File: src/rtl/alu6502_core.sv
// ---------------------------------------------------------------------------
// alu6502_core
// 6502 datapath arithmetic core. It contains the A/B operand latches, an 8-bit
// ALU (binary/BCD add, logic, shifts), a registered copy of the last carry,
// and the decimal-adjust adder on the accumulator write path.
//
// Ports
//   clk        : clock, all registers update on the rising edge
//   reset      : asynchronous, active-high; clears a_reg, b_reg and carry_last
//   a_in       : A operand, latched every cycle
//   b_in       : B operand, latched only when b_load=1
//   b_load     : B latch enable (0 = hold)
//   op         : ALU operation code
//   c_in       : live carry-in (combinational)
//   dec_add    : BCD addition mode for the ALU and the adjuster
//   dec_sub    : BCD subtraction adjust (the ALU itself stays binary)
//   adj_in     : value to decimal-adjust
//   alu_out    : ALU result
//   carry_out  : ALU carry out
//   hc_out     : ALU half carry (bit 3 -> bit 4)
//   v_out      : ALU signed overflow
//   carry_last : carry_out from the previous cycle
//   adj_out    : decimal-adjusted adj_in
// ---------------------------------------------------------------------------
module alu6502_core (
   input  logic       clk,
   input  logic       reset,
   input  logic [7:0] a_in,
   input  logic [7:0] b_in,
   input  logic       b_load,
   input  logic [3:0] op,
   input  logic       c_in,
   input  logic       dec_add,
   input  logic       dec_sub,
   input  logic [7:0] adj_in,
   output logic [7:0] alu_out,
   output logic       carry_out,
   output logic       hc_out,
   output logic       v_out,
   output logic       carry_last,
   output logic [7:0] adj_out
);

   localparam logic [3:0] OP_ADC   = 4'd0;
   localparam logic [3:0] OP_SBC   = 4'd1;
   localparam logic [3:0] OP_AND   = 4'd2;
   localparam logic [3:0] OP_OR    = 4'd3;
   localparam logic [3:0] OP_EOR   = 4'd4;
   localparam logic [3:0] OP_SL    = 4'd5;
   localparam logic [3:0] OP_SR    = 4'd6;
   localparam logic [3:0] OP_PASSB = 4'd8;

   logic [7:0] a_reg;
   logic [7:0] b_reg;

   always_ff @(posedge clk or posedge reset) begin
      if (reset) begin
         a_reg      <= 8'h00;
         b_reg      <= 8'h00;
         carry_last <= 1'b0;
      end else begin
         a_reg      <= a_in;
         if (b_load)
            b_reg <= b_in;
         carry_last <= carry_out;
      end
   end

   // Adder: nibble-wise so the half carry (binary or BCD >9 detect) can feed
   // the high nibble. The sum itself is left unadjusted; the adjuster below
   // corrects it on the way into A.
   logic [4:0] lo_sum;
   logic [4:0] hi_sum;
   logic       arith_hc;
   logic       arith_c;
   logic [7:0] arith_out;

   always_comb begin
      lo_sum    = {1'b0, a_reg[3:0]} + {1'b0, b_reg[3:0]} + {4'd0, c_in};
      arith_hc  = dec_add ? (lo_sum > 5'd9) : lo_sum[4];
      hi_sum    = {1'b0, a_reg[7:4]} + {1'b0, b_reg[7:4]} + {4'd0, arith_hc};
      arith_c   = dec_add ? (hi_sum > 5'd9) : hi_sum[4];
      arith_out = {hi_sum[3:0], lo_sum[3:0]};
   end

   always_comb begin
      alu_out   = a_reg;
      carry_out = 1'b0;
      hc_out    = 1'b0;
      v_out     = 1'b0;
      case (op)
         OP_ADC, OP_SBC: begin
            alu_out   = arith_out;
            carry_out = arith_c;
            hc_out    = arith_hc;
            v_out     = (a_reg[7] == b_reg[7]) & (arith_out[7] != a_reg[7]);
         end
         OP_AND:   alu_out = a_reg & b_reg;
         OP_OR:    alu_out = a_reg | b_reg;
         OP_EOR:   alu_out = a_reg ^ b_reg;
         OP_SL: begin
            alu_out   = {a_reg[6:0], c_in};
            carry_out = a_reg[7];
         end
         OP_SR: begin
            alu_out   = {c_in, a_reg[7:1]};
            carry_out = a_reg[0];
         end
         OP_PASSB: alu_out = b_reg;
         default:  alu_out = a_reg;
      endcase
   end

   // Decimal adjust: each nibble corrected independently, wrapping mod 16.
   logic [3:0] adj_lo;
   logic [3:0] adj_hi;

   always_comb begin
      adj_lo = adj_in[3:0];
      adj_hi = adj_in[7:4];
      if (dec_add) begin
         if (hc_out)
            adj_lo = adj_in[3:0] + 4'd6;
         if (carry_out)
            adj_hi = adj_in[7:4] + 4'd6;
      end else if (dec_sub) begin
         if (!hc_out)
            adj_lo = adj_in[3:0] - 4'd6;
         if (!carry_out)
            adj_hi = adj_in[7:4] - 4'd6;
      end
      adj_out = {adj_hi, adj_lo};
   end

endmodule

File: config.mk
export PLATFORM = sky130hd
export DESIGN_NAME = alu6502_core
export DESIGN_NICKNAME = d
export VERILOG_FILES = /design/src/rtl/alu6502_core.sv
export SDC_FILE = /design/constraint.sdc
export NUM_CORES = 1
export LEC_CHECK = 0
export CORE_MARGIN = 2
export CORE_UTILIZATION = 44
export DETAILED_ROUTE_END_ITERATION = 6
export PLACE_DENSITY = 0.76
export REMOVE_ABC_BUFFERS = 1
export SLEW_MARGIN = 25
export SYNTH_ARGS = -nofsm -noshare
export SYNTH_HDL_FRONTEND = slang
export SYNTH_SLANG_ARGS = --single-unit
File: constraint.sdc
create_clock -name clk -period 5.9 [get_ports clk]
set_input_delay 1.475 -clock clk [delete_from_list [all_inputs] [get_ports clk]]
set_output_delay 1.475 -clock clk [all_outputs]
set_load 0.005 [all_outputs]
* After elaboration in Yosys (flattened, before gate mapping)
Index checks and enable logic that the tools add are counted.
** Storage, ports and cells
- Bits in registers :: 17
- Bits in latches :: 0
- Bits in writable memories :: 0
- Memory bits (read-only) :: 0
- Input port bits :: 34
- Output and inout bits :: 20
- Word-level logic and storage cells :: 42
- Memories kept :: 0
** Operators by class
- $add $sub $neg :: 8
- $mul :: 0
- Div/mod/pow operators :: 0
- $lt $le $gt $ge :: 2
- Eq/ne operators :: 9
- Shift-type cells :: 0
- Mux-type cells :: 14
- Bitwise gates (word level) :: 4
- Reduce and logical (&&, ||, !) cells :: 2
** Operators with widths (number)
- $pmux W8 S7 :: 1
- $mux W4 :: 8
- $eq A4 B3 Y1 const B :: 3
- $add A4 B4 Y5 :: 2
- $add A5 B1 Y5 :: 2
- $gt A5 B4 Y1 const B :: 2
- $add A4 B3 Y4 const B :: 2
- $and A8 B8 Y8 :: 1
- $eq A4 B2 Y1 const B :: 2
- $or A8 B8 Y8 :: 1
- $sub A4 B3 Y4 const B :: 2
- $xor A8 B8 Y8 :: 1
- $eq A4 B1 Y1 const B :: 1
- $eq A4 B4 Y1 const B :: 1
- $logic_not A4 Y1 :: 1
- $mux W1 :: 4
- $pmux W1 S3 :: 1
- $reduce_or A2 Y1 :: 1
- $and A1 B1 Y1 :: 1
- $eq A1 B1 Y1 :: 1
- $ne A1 B1 Y1 :: 1

* Longest topological paths before layout
- Word-level depth :: 11
- Gate-level depth with buffers :: 16
- Depth with buffers taken out :: 16

* Worst setup path before layout
No wires, ideal clock.
- Path type :: input-to-output
- Start point :: in c_in
- End point :: out adj_out[6]
- Arrival :: 4.574 ns
- Required time :: 4.425 ns
- Setup slack :: -0.149 ns
- Cell stages on the path :: 15
- Buffers on the path :: 0
- Path through :: fa_1 -> fa_1 -> a21o_1 -> a21o_1 -> a31oi_1 -> fa_1 -> inv_1 -> fa_1 -> xor2_1 -> o211ai_1 -> inv_2 -> a21oi_4 -> inv_2 -> mux2_4 -> nand3_2
** Between the ends
- Longest elaborated chain between the ends :: 10
- Elaborated cells between the ends (all ways) :: 11
- Those cells by class :: add/sub (2); order compare (2); mux (7)
** RTL lines
- from (decl) :: RTL line 32 : input logic c_in,
- $add A5 B1 Y5 (*) :: RTL line 79 : lo_sum = {1'b0, a_reg[3:0]} + {1'b0, b_reg[3:0]} + {4'd0, c_in};
- $gt A5 B4 Y1 :: RTL line 80 : arith_hc = dec_add ? (lo_sum > 5'd9) : lo_sum[4];
- $mux W1 (*) :: RTL line 80
- $add A5 B1 Y5 (*) :: RTL line 81 : hi_sum = {1'b0, a_reg[7:4]} + {1'b0, b_reg[7:4]} + {4'd0, arith_hc};
- $gt A5 B4 Y1 :: RTL line 82 : arith_c = dec_add ? (hi_sum > 5'd9) : hi_sum[4];
- $mux W1 (*) :: RTL line 82
- $pmux W1 S3 (*) :: RTL line 91 : case (op)
- named net carry_out :: RTL line 37 : output logic carry_out,
- $mux W4 :: RTL line 129 : if (!carry_out)
- $mux W4 :: RTL line 126 : end else if (dec_sub) begin
- $mux W4 (*) :: RTL line 121 : if (dec_add) begin
- to (decl) :: RTL line 41 : output logic [7:0] adj_out
Mark *: on every way through the listed nets, which the timed path passes. The rest lies on a longest branch.

* Final worst setup path
- Start point :: in c_in
- End point :: out adj_out[6]
** Between the ends
- Longest elaborated chain between the ends :: 10
- Elaborated cells between the ends (all ways) :: 11
- Those cells by class :: add/sub (2); order compare (2); mux (7)
** RTL lines (RTL line)
- $add A5 B1 Y5 (*) :: 79
- $gt A5 B4 Y1 :: 80
- $mux W1 (*) :: 80
- $add A5 B1 Y5 (*) :: 81
- $gt A5 B4 Y1 :: 82
- $mux W1 (*) :: 82
- $pmux W1 S3 (*) :: 91
- $mux W4 :: 129
- $mux W4 :: 126
- $mux W4 (*) :: 121
Mark *: on every way between the ends. The rest lies on a longest branch, timed or not.

==> summary by stage <==
Synth
The dominant combinational cell family by area after synthesis is compound AO/OA/AOI/OAI gates. After synthesis, the cell types taking the most area are sky130_fd_sc_hd__dfrtp_1 22%, sky130_fd_sc_hd__ha_1 13%, sky130_fd_sc_hd__inv_1 4.9%. The Yosys step of the flow raised 0 warnings. The post-synthesis adder-cell area fraction is 0.172. The number of distinct library cells after synthesis is 55. The proportion of synthesized chip area in sequential cells is 0.221. After synthesis the netlist holds a flip-flop and latch count of 17. After synthesis, the share of flip-flops with an asynchronous set or reset is 1.00. The synthesized design spends more area on one cell type than any other, namely sky130_fd_sc_hd__dfrtp_1. The compound-cell area share of the yosys netlist is 0.265. The most repeated cell in the gate-level netlist after synthesis is sky130_fd_sc_hd__inv_1.

Synthesis handed over a netlist of 237 instances. The area share of xor/xnor cells in the synthesized design is 0.0449. After synthesis, the mean cell area works out to 8.12 um^2. After synthesis the cells add up to 1920 um^2. The portion of synthesized cell area occupied by the leading cell type is 0.221.

The main flop type after synthesis is sky130_fd_sc_hd__dfrtp_1. The simple-gate portion of the synthesized area is 0.176. By count the netlist is led by 25 x sky130_fd_sc_hd__inv_1, 23 x sky130_fd_sc_hd__nand2_1, 20 x sky130_fd_sc_hd__ha_1. The post-synthesis mux area share is 0.0338. Yosys mapped a number of flops with a built-in enable equal to 0.

Floorplanning
54 I/O pins were placed. The floorplan die height is 70.1 um. The standard-cell row count is 24. The die covers 4920 um^2. For this configuration, the core starts out at a cell density of 0.448. The core region area is 4290 um^2. From left edge to right edge, the die measures 70.1 um.

Detailed routing
Dividing the detail-routed wire length by the instance count gives 15.8 um. The detailed-route vias per instance is 5.70. For this block, the initial DRC count from the detailed router was 164.

The wire length reported by the detailed router is 5670 um. The number of optimization iterations in the first detailed-route pass is 5. The total via count after detailed routing is 2052.

After detailed routing, the number of remaining DRC violations is 0. In this run the remaining antenna-violating nets after routing total 0.

Layout
The synthesis-to-finish area growth is 42.5%. The sequential cells in the finished layout cover a total of 425 um^2. Fill cells in the final layout number 383. The layout net count is 367.

The repair_antennas step left the layout with diodes totalling 0. The area of combinational cells with multiple inputs is 1410 um^2. The finished cells cover 2740 um^2. Of the cells placed in the final design, the portion with a size suffix greater than 1 is 0.211.

Worst setup path
The nature of the critical path endpoint is an output pin. The delay contributed by the slowest stage of the critical path is 0.38 ns. Of all nets on the critical path, the largest fanout is 5. The category of the worst setup path launch point is an input port. The critical path goes through buf_6 > fa_2 > fa_2 > a21o_1 > a21o_1 > a31oi_4 > fa_2 > inv_2 > fa_2 > xor2_1 > o211ai_1 > inv_2 > buf_4 > a21oi_4 > inv_4 > mux2_4 > nand3_2 > buf_2.

The cell family contributing the most delay on the critical path is adder cells. The most numerous cell type found on the critical path is sky130_fd_sc_hd__fa_2. The number of buffers and inverters on the critical path is 6. Data arrives at the worst endpoint at 4.74 ns. The critical path is of the in2out type. Among all stages on the critical path, the largest delay is contributed by sky130_fd_sc_hd__fa_2. For the worst setup path, the data required time is 4.43 ns.

Timing
The worst clock skew is 0.00186 ns. In this run the tightest slew margin relative to its limit is 0.537. The count of final max-slew check failures was 0.

The slew at the pin closest to its max-slew limit is 0.694 ns. Across all setup checks in the final design, the least slack found is -0.320 ns. In the finished design, the share of the clock period the worst path needs comes to 1.05. Setup repair after global routing could not meet its margin everywhere. The maximum operating frequency is 0.161 GHz. The hold violation total from the final report came to 0.

Setup violations remaining at the end of the flow were counted as 4. The worst path in the final design needs a cycle of 6.22 ns, including I/O delays and setup. The worst hold margin is 0.579 ns.

After routing, the total negative slack on setup checks comes to -0.969 ns.

Global route
The first-pass GRT wire length is 9430 um. The initial antenna violation count came to 0. The number of global-route vias before repair is 2041. The final global-route overflow total is 0. The global router's overall resource usage is 0.242. The pin count of the biggest net entering global routing is 20.

Pwr
IR analysis of the VDD net gives a maximum drop of 0.0898 mV. Power comes to 0.475 mW. The static leakage is 1.26 nW. The power per cell area is 173 nW/um^2.

Clock tree
TritonCTS built the clock tree. The insertion delay to the later sink of the worst-skew pair is 0.26 ns. The root buffer cell chosen for the clock tree is sky130_fd_sc_hd__clkbuf_8.

The H-tree depth reported by CTS is 1. The clock net in this run drives a total of 17 sinks. The number of buffers added by the clock tree synthesis step is 3. The maximum root-to-sink buffer count is 2.

After clock tree synthesis, the clock-pin slew on the worst setup and hold paths is 0.07 ns. The number of hold buffers added after CTS was 0.

Placement
Routability-driven placement finished with a final weighted congestion of 0.955. The quantity of I/O buffers inserted on ports is 49. The standard cell area after detailed placement is 2570 um^2. The HPWL after detailed placement is 4150 um.

Outcome
The checks that failed: negative setup slack. The flow ran to the end, but the final reports show violations.

Flow run
The count of max-cap constraint violations is 0.

Hold path
The type of the tightest min-delay check is reg2reg.
placed cells by master (no fill, tap or decap), types with 3 or more instances in the layout:
master                            instances
sky130_fd_sc_hd__nor2b_1                  3
sky130_fd_sc_hd__a21oi_1                 16
sky130_fd_sc_hd__inv_1                   24
sky130_fd_sc_hd__a32oi_1                  4
sky130_fd_sc_hd__nand2b_1                 3
sky130_fd_sc_hd__clkdlybuf4s50_1         40
sky130_fd_sc_hd__ha_1                    20
sky130_fd_sc_hd__buf_4                   28
sky130_fd_sc_hd__a21o_1                   4
sky130_fd_sc_hd__fa_2                     4
sky130_fd_sc_hd__buf_6                    3
sky130_fd_sc_hd__inv_2                    3
sky130_fd_sc_hd__dfrtp_1                 17
sky130_fd_sc_hd__xnor2_1                  5
sky130_fd_sc_hd__nor2_1                  17
sky130_fd_sc_hd__o21ai_0                 15
sky130_fd_sc_hd__nand3_1                  6
sky130_fd_sc_hd__buf_2                    3
sky130_fd_sc_hd__clkbuf_8                 3
sky130_fd_sc_hd__nand2_1                 22
sky130_fd_sc_hd__o211ai_1                 5
sky130_fd_sc_hd__mux2i_1                  5
sky130_fd_sc_hd__o21ai_1                  4
sky130_fd_sc_hd__nor3_1                   3
cells by family after synthesis:
group | after synthesis
compound gates | 74
xor+xnor | 9
fa+ha+maj | 24
buf+inv | 39
flops | 17
mux | 6
simple gates | 68
worst paths after layout:
path | from | endpoint | slack (ns) | cells past startpoint
setup / recovery | c_in | adj_out[6] | -0.32 | 18
hold / removal | b_reg[2]$_DFFE_PP0P_ | b_reg[2]$_DFFE_PP0P_ | 0.58 | 2
setup reg to reg | a_reg[0]$_DFF_PP0_ | carry_last$_DFF_PP0_ | 2.29 | 16
hold reg to reg | b_reg[2]$_DFFE_PP0P_ | b_reg[2]$_DFFE_PP0P_ | 0.58 | 2
max in group asynchronous | reset | a_reg[5]$_DFF_PP0_ | 3.84 | 2
min in group asynchronous | reset | a_reg[1]$_DFF_PP0_ | 1.62 | 2
final cells by class:
| type | count | share of cell area |
|---|---|---|
| tap | 52 | 0.0237 |
| clock inverter | 1 | 0.00183 |
| timing repair buffer | 78 | 0.252 |
| sequential | 17 | 0.155 |
| inverter | 28 | 0.0393 |
| clock buffer | 3 | 0.0151 |
| multi-input combinational | 181 | 0.513 |
what timing repair did:
item | CTS | global route
setup endpoints to repair | 10 | 8
buffers inserted | 3 | 5
pin swaps | 17 | 13
resized for setup | 40 | 9
worst reg2reg max path, cell delays in order (launching register included):
cell	delay [ns]
sky130_fd_sc_hd__dfrtp_1	0.48
sky130_fd_sc_hd__fa_2	0.43
sky130_fd_sc_hd__fa_2	0.38
sky130_fd_sc_hd__a21o_1	0.19
sky130_fd_sc_hd__a21o_1	0.19
sky130_fd_sc_hd__a31oi_4	0.17
sky130_fd_sc_hd__fa_2	0.23
sky130_fd_sc_hd__inv_2	0.04
sky130_fd_sc_hd__fa_2	0.36
sky130_fd_sc_hd__xor2_1	0.15
sky130_fd_sc_hd__o211ai_1	0.19
sky130_fd_sc_hd__inv_2	0.06
sky130_fd_sc_hd__buf_4	0.14
sky130_fd_sc_hd__a21oi_4	0.18
sky130_fd_sc_hd__inv_4	0.07
sky130_fd_sc_hd__buf_4	0.13
sky130_fd_sc_hd__buf_4	0.12
metal layers:
layer / vias to the layer above / GRT usage / part of all wire
li1: 976 / - / -
met1: 962 / 0.304 / 0.42
met2: 104 / 0.422 / 0.49
met3: 10 / 0.0274 / 0.071
met4: 0 / 0.0940 / 0.015
met5: - / 0 / 0
where the power goes:
part,switching (mW),total (mW),internal (mW),leakage (nW)
Sequential,0.0108,0.136,0.125,0.204
Combinational,0.115,0.248,0.133,1.03
Clock,0.0448,0.0919,0.0470,0.0255
stage by stage:
stage / setup WS, ns / instances / util
after CTS: -0.428 / 355 / 0.627
after global placement: -1.26 / 348 / 0.599
after detailed placement: -1.31 / 348 / 0.599
after global routing: -0.461 / 360 / 0.638
final: -0.320 / 360 / 0.638
after floorplan: -0.149 / 226 / -
No activity file was read; power rests on OpenSTA's default activity.
==> RTL edit: new RTL, same settings <==
Remove the register `carry_last`: a continuous assignment takes its place, so the output `carry_last` follows one clock earlier. Comments in the files are not updated.
--- a/src/rtl/alu6502_core.sv
+++ b/src/rtl/alu6502_core.sv
@@ -57,14 +57,14 @@
       if (reset) begin
          a_reg      <= 8'h00;
          b_reg      <= 8'h00;
-         carry_last <= 1'b0;
       end else begin
          a_reg      <= a_in;
          if (b_load)
             b_reg <= b_in;
-         carry_last <= carry_out;
       end
    end
+
+   assign carry_last = carry_out;
 
    // Adder: nibble-wise so the half carry (binary or BCD >9 detect) can feed
    // the high nibble. The sum itself is left unadjusted; the adjuster below
Formal check against the unedited RTL: not equivalent (Yosys sat finds a counterexample within 4 cycles, from zero or initial values and one cycle with reset high).
==> RTL edit against the unedited design <==
- the run still ends with negative setup slack left
- synthesized area fell by 1.0%
- routed wire length fell by 2.1%
- setup slack got worse by 16 ps
- design area fell by 2.5%
- sequential cell count fell by 1
- critical path depth fell by 2
- total power fell by 3.6%
- critical path type unchanged
- largest power group unchanged
==> RTL edit: results (changes against the unedited design) <==
[worst_setup_path]
cp_max_fo = 4  ; was 5
worst_r2r_path_depth = 2  ; was 16
critPathTopFamily = adder cells  ; unchanged
arrival_ps = 4760  ; was 4740 ps
crit_path_max_incr_delay_ps = 410  ; was 380 ps
cp_slowest_cell = or3b_1  ; was fa_2

[power_and_ir_drop]
clockPowerShare_pct = 18.7  ; was 19.3%
power_uw = 458  ; was 475 uW
leakagePower_uw = 0.00124  ; was 0.00126 uW
comb_power_share_pct = 53.4  ; was 52.1%
ir_drop_v = 0.000159  ; was 0.0000898 V
p_switching_uw = 164  ; was 171 uW

[logic_synthesis]
synth_xor_xnor_area_share_pct = 4.14  ; was 4.49%
seq_area_frac_synth_pct = 21.0  ; was 22.1%
synthAdderAreaFrac_pct = 17.3  ; was 17.2%
synthTopCellsByCount = inv_1, a21oi_1, ha_1  ; was inv_1, nand2_1, ha_1
synth_mux_area_share_pct = 4.60  ; was 3.38%
synth_compound_area_share_pct = 26.2  ; was 26.5%
synthTopCellsByArea = dfrtp_1, ha_1, a21oi_1, inv_1, fa_1  ; was dfrtp_1, ha_1, inv_1, a21oi_1, nand2_1

[routing]
drtPass1Iterations = 4  ; was 5
drt_iter0_markers = 128  ; was 164
drt-wirelength-per-cell_um = 16.0  ; was 15.8 um
vias = 1975  ; was 2052

[clocking]
root_buffer = clkbuf_8  ; unchanged
cts_setup_buffers = 4  ; was 3
post_cts_resized = 47  ; was 40

[hold_path]
hold_depth = 2  ; unchanged
hp-class = reg2reg  ; unchanged

[final_layout]
final_net_count = 357  ; was 367
drive_above_1_share_pct = 20.9  ; was 21.1%
nFillCells = 363  ; was 383

[global_routing]
use_met3_pct = 2.91  ; was 2.74%
grtUsageMet1_pct = 31.5  ; was 30.4%
grt_first_pass_wirelength_um = 9520  ; was 9430 um
grt_pass1_vias = 2064  ; was 2041
grt.total_usage_pct = 24.1  ; was 24.2%
grt_use_met2_pct = 40.5  ; was 42.2%
grt_start_max_net_pins = 17  ; was 20

[sta]
finalClockSkew_ps = 0  ; was 1.86 ps
tightest_slew_ps = 652  ; was 694 ps
finalSetupViolations = 5  ; was 4
fin_ws_ps = -335  ; was -320 ps

[placement]
hpwl_um = 4130  ; was 4150 um
gp_congestion = 0.974  ; was 0.955
portBuffers = 49  ; unchanged

[run_status]
outcome = finished with violations  ; unchanged
violations = negative setup slack  ; unchanged

[flow_run]
cap_violations = 0  ; unchanged

[RTL edit: changes by cell type after synthesis, moves of 4 or more]
cell and change:
a21oi_1 +4, nand2_1 -5, clkbuf_1 +5, buf_2 -5, o211ai_1 -5, nor2_1 -4
nor2b_1 -4
[RTL edit: per-stage QoR]
step                setup slack [ps]  setup TNS, ps  util [%]  cells  instance area [um2]
finish                          -335          -1110      65.4    347                 2670
global route                    -511          -1980      65.4    347                 2670
CTS                             -408          -1260      65.2    346                 2670
detailed placement             -1460         -10120      61.9    339                 2530
global placement               -1380          -9650      61.9    339                 2530
floorplan                       -299           -706         -    219                 1820
[RTL edit: path summary, 6_finish.rpt]
| kind | end | slack, ps | startpoint |
|---|---|---|---|
| setup / recovery | adj_out[6] | -340 | c_in |
| hold / removal | b_reg[7] | 580 | b_reg[7] |
| setup reg to reg | b_reg[5] | 5150 | b_reg[5] |
| hold reg to reg | b_reg[7] | 580 | b_reg[7] |
| max in group asynchronous | a_reg[0] | 3880 | reset |
| min in group asynchronous | b_reg[4] | 1600 | reset |
[RTL edit: cell type report]
class	count	area, um2	share of cell area [%]
timing repair buffer	75	677	25.3
inverter	27	104	3.88
clock buffer	3	41.3	1.54
sequential	16	400	15.0
tap	50	62.6	2.34
multi-input combinational	176	1390	51.9
[RTL edit: cell families after synthesis]
group                      count (synthesis)
AOI/OAI and AO/OA                         72
and+or+nand+nor                           63
buffers and inverters                     41
adders and majority gates                 24
DFF                                       16
xor gates and xnor gates                   9
muxes                                      8
[RTL edit: metal layers]
| metal | wire length (um) | up-vias |
|---|---|---|
| met5 | 0 | - |
| met4 | 104 | 0 |
| met3 | 419 | 12 |
| met2 | 2660 | 106 |
| met1 | 2370 | 910 |
| li1 | - | 947 |
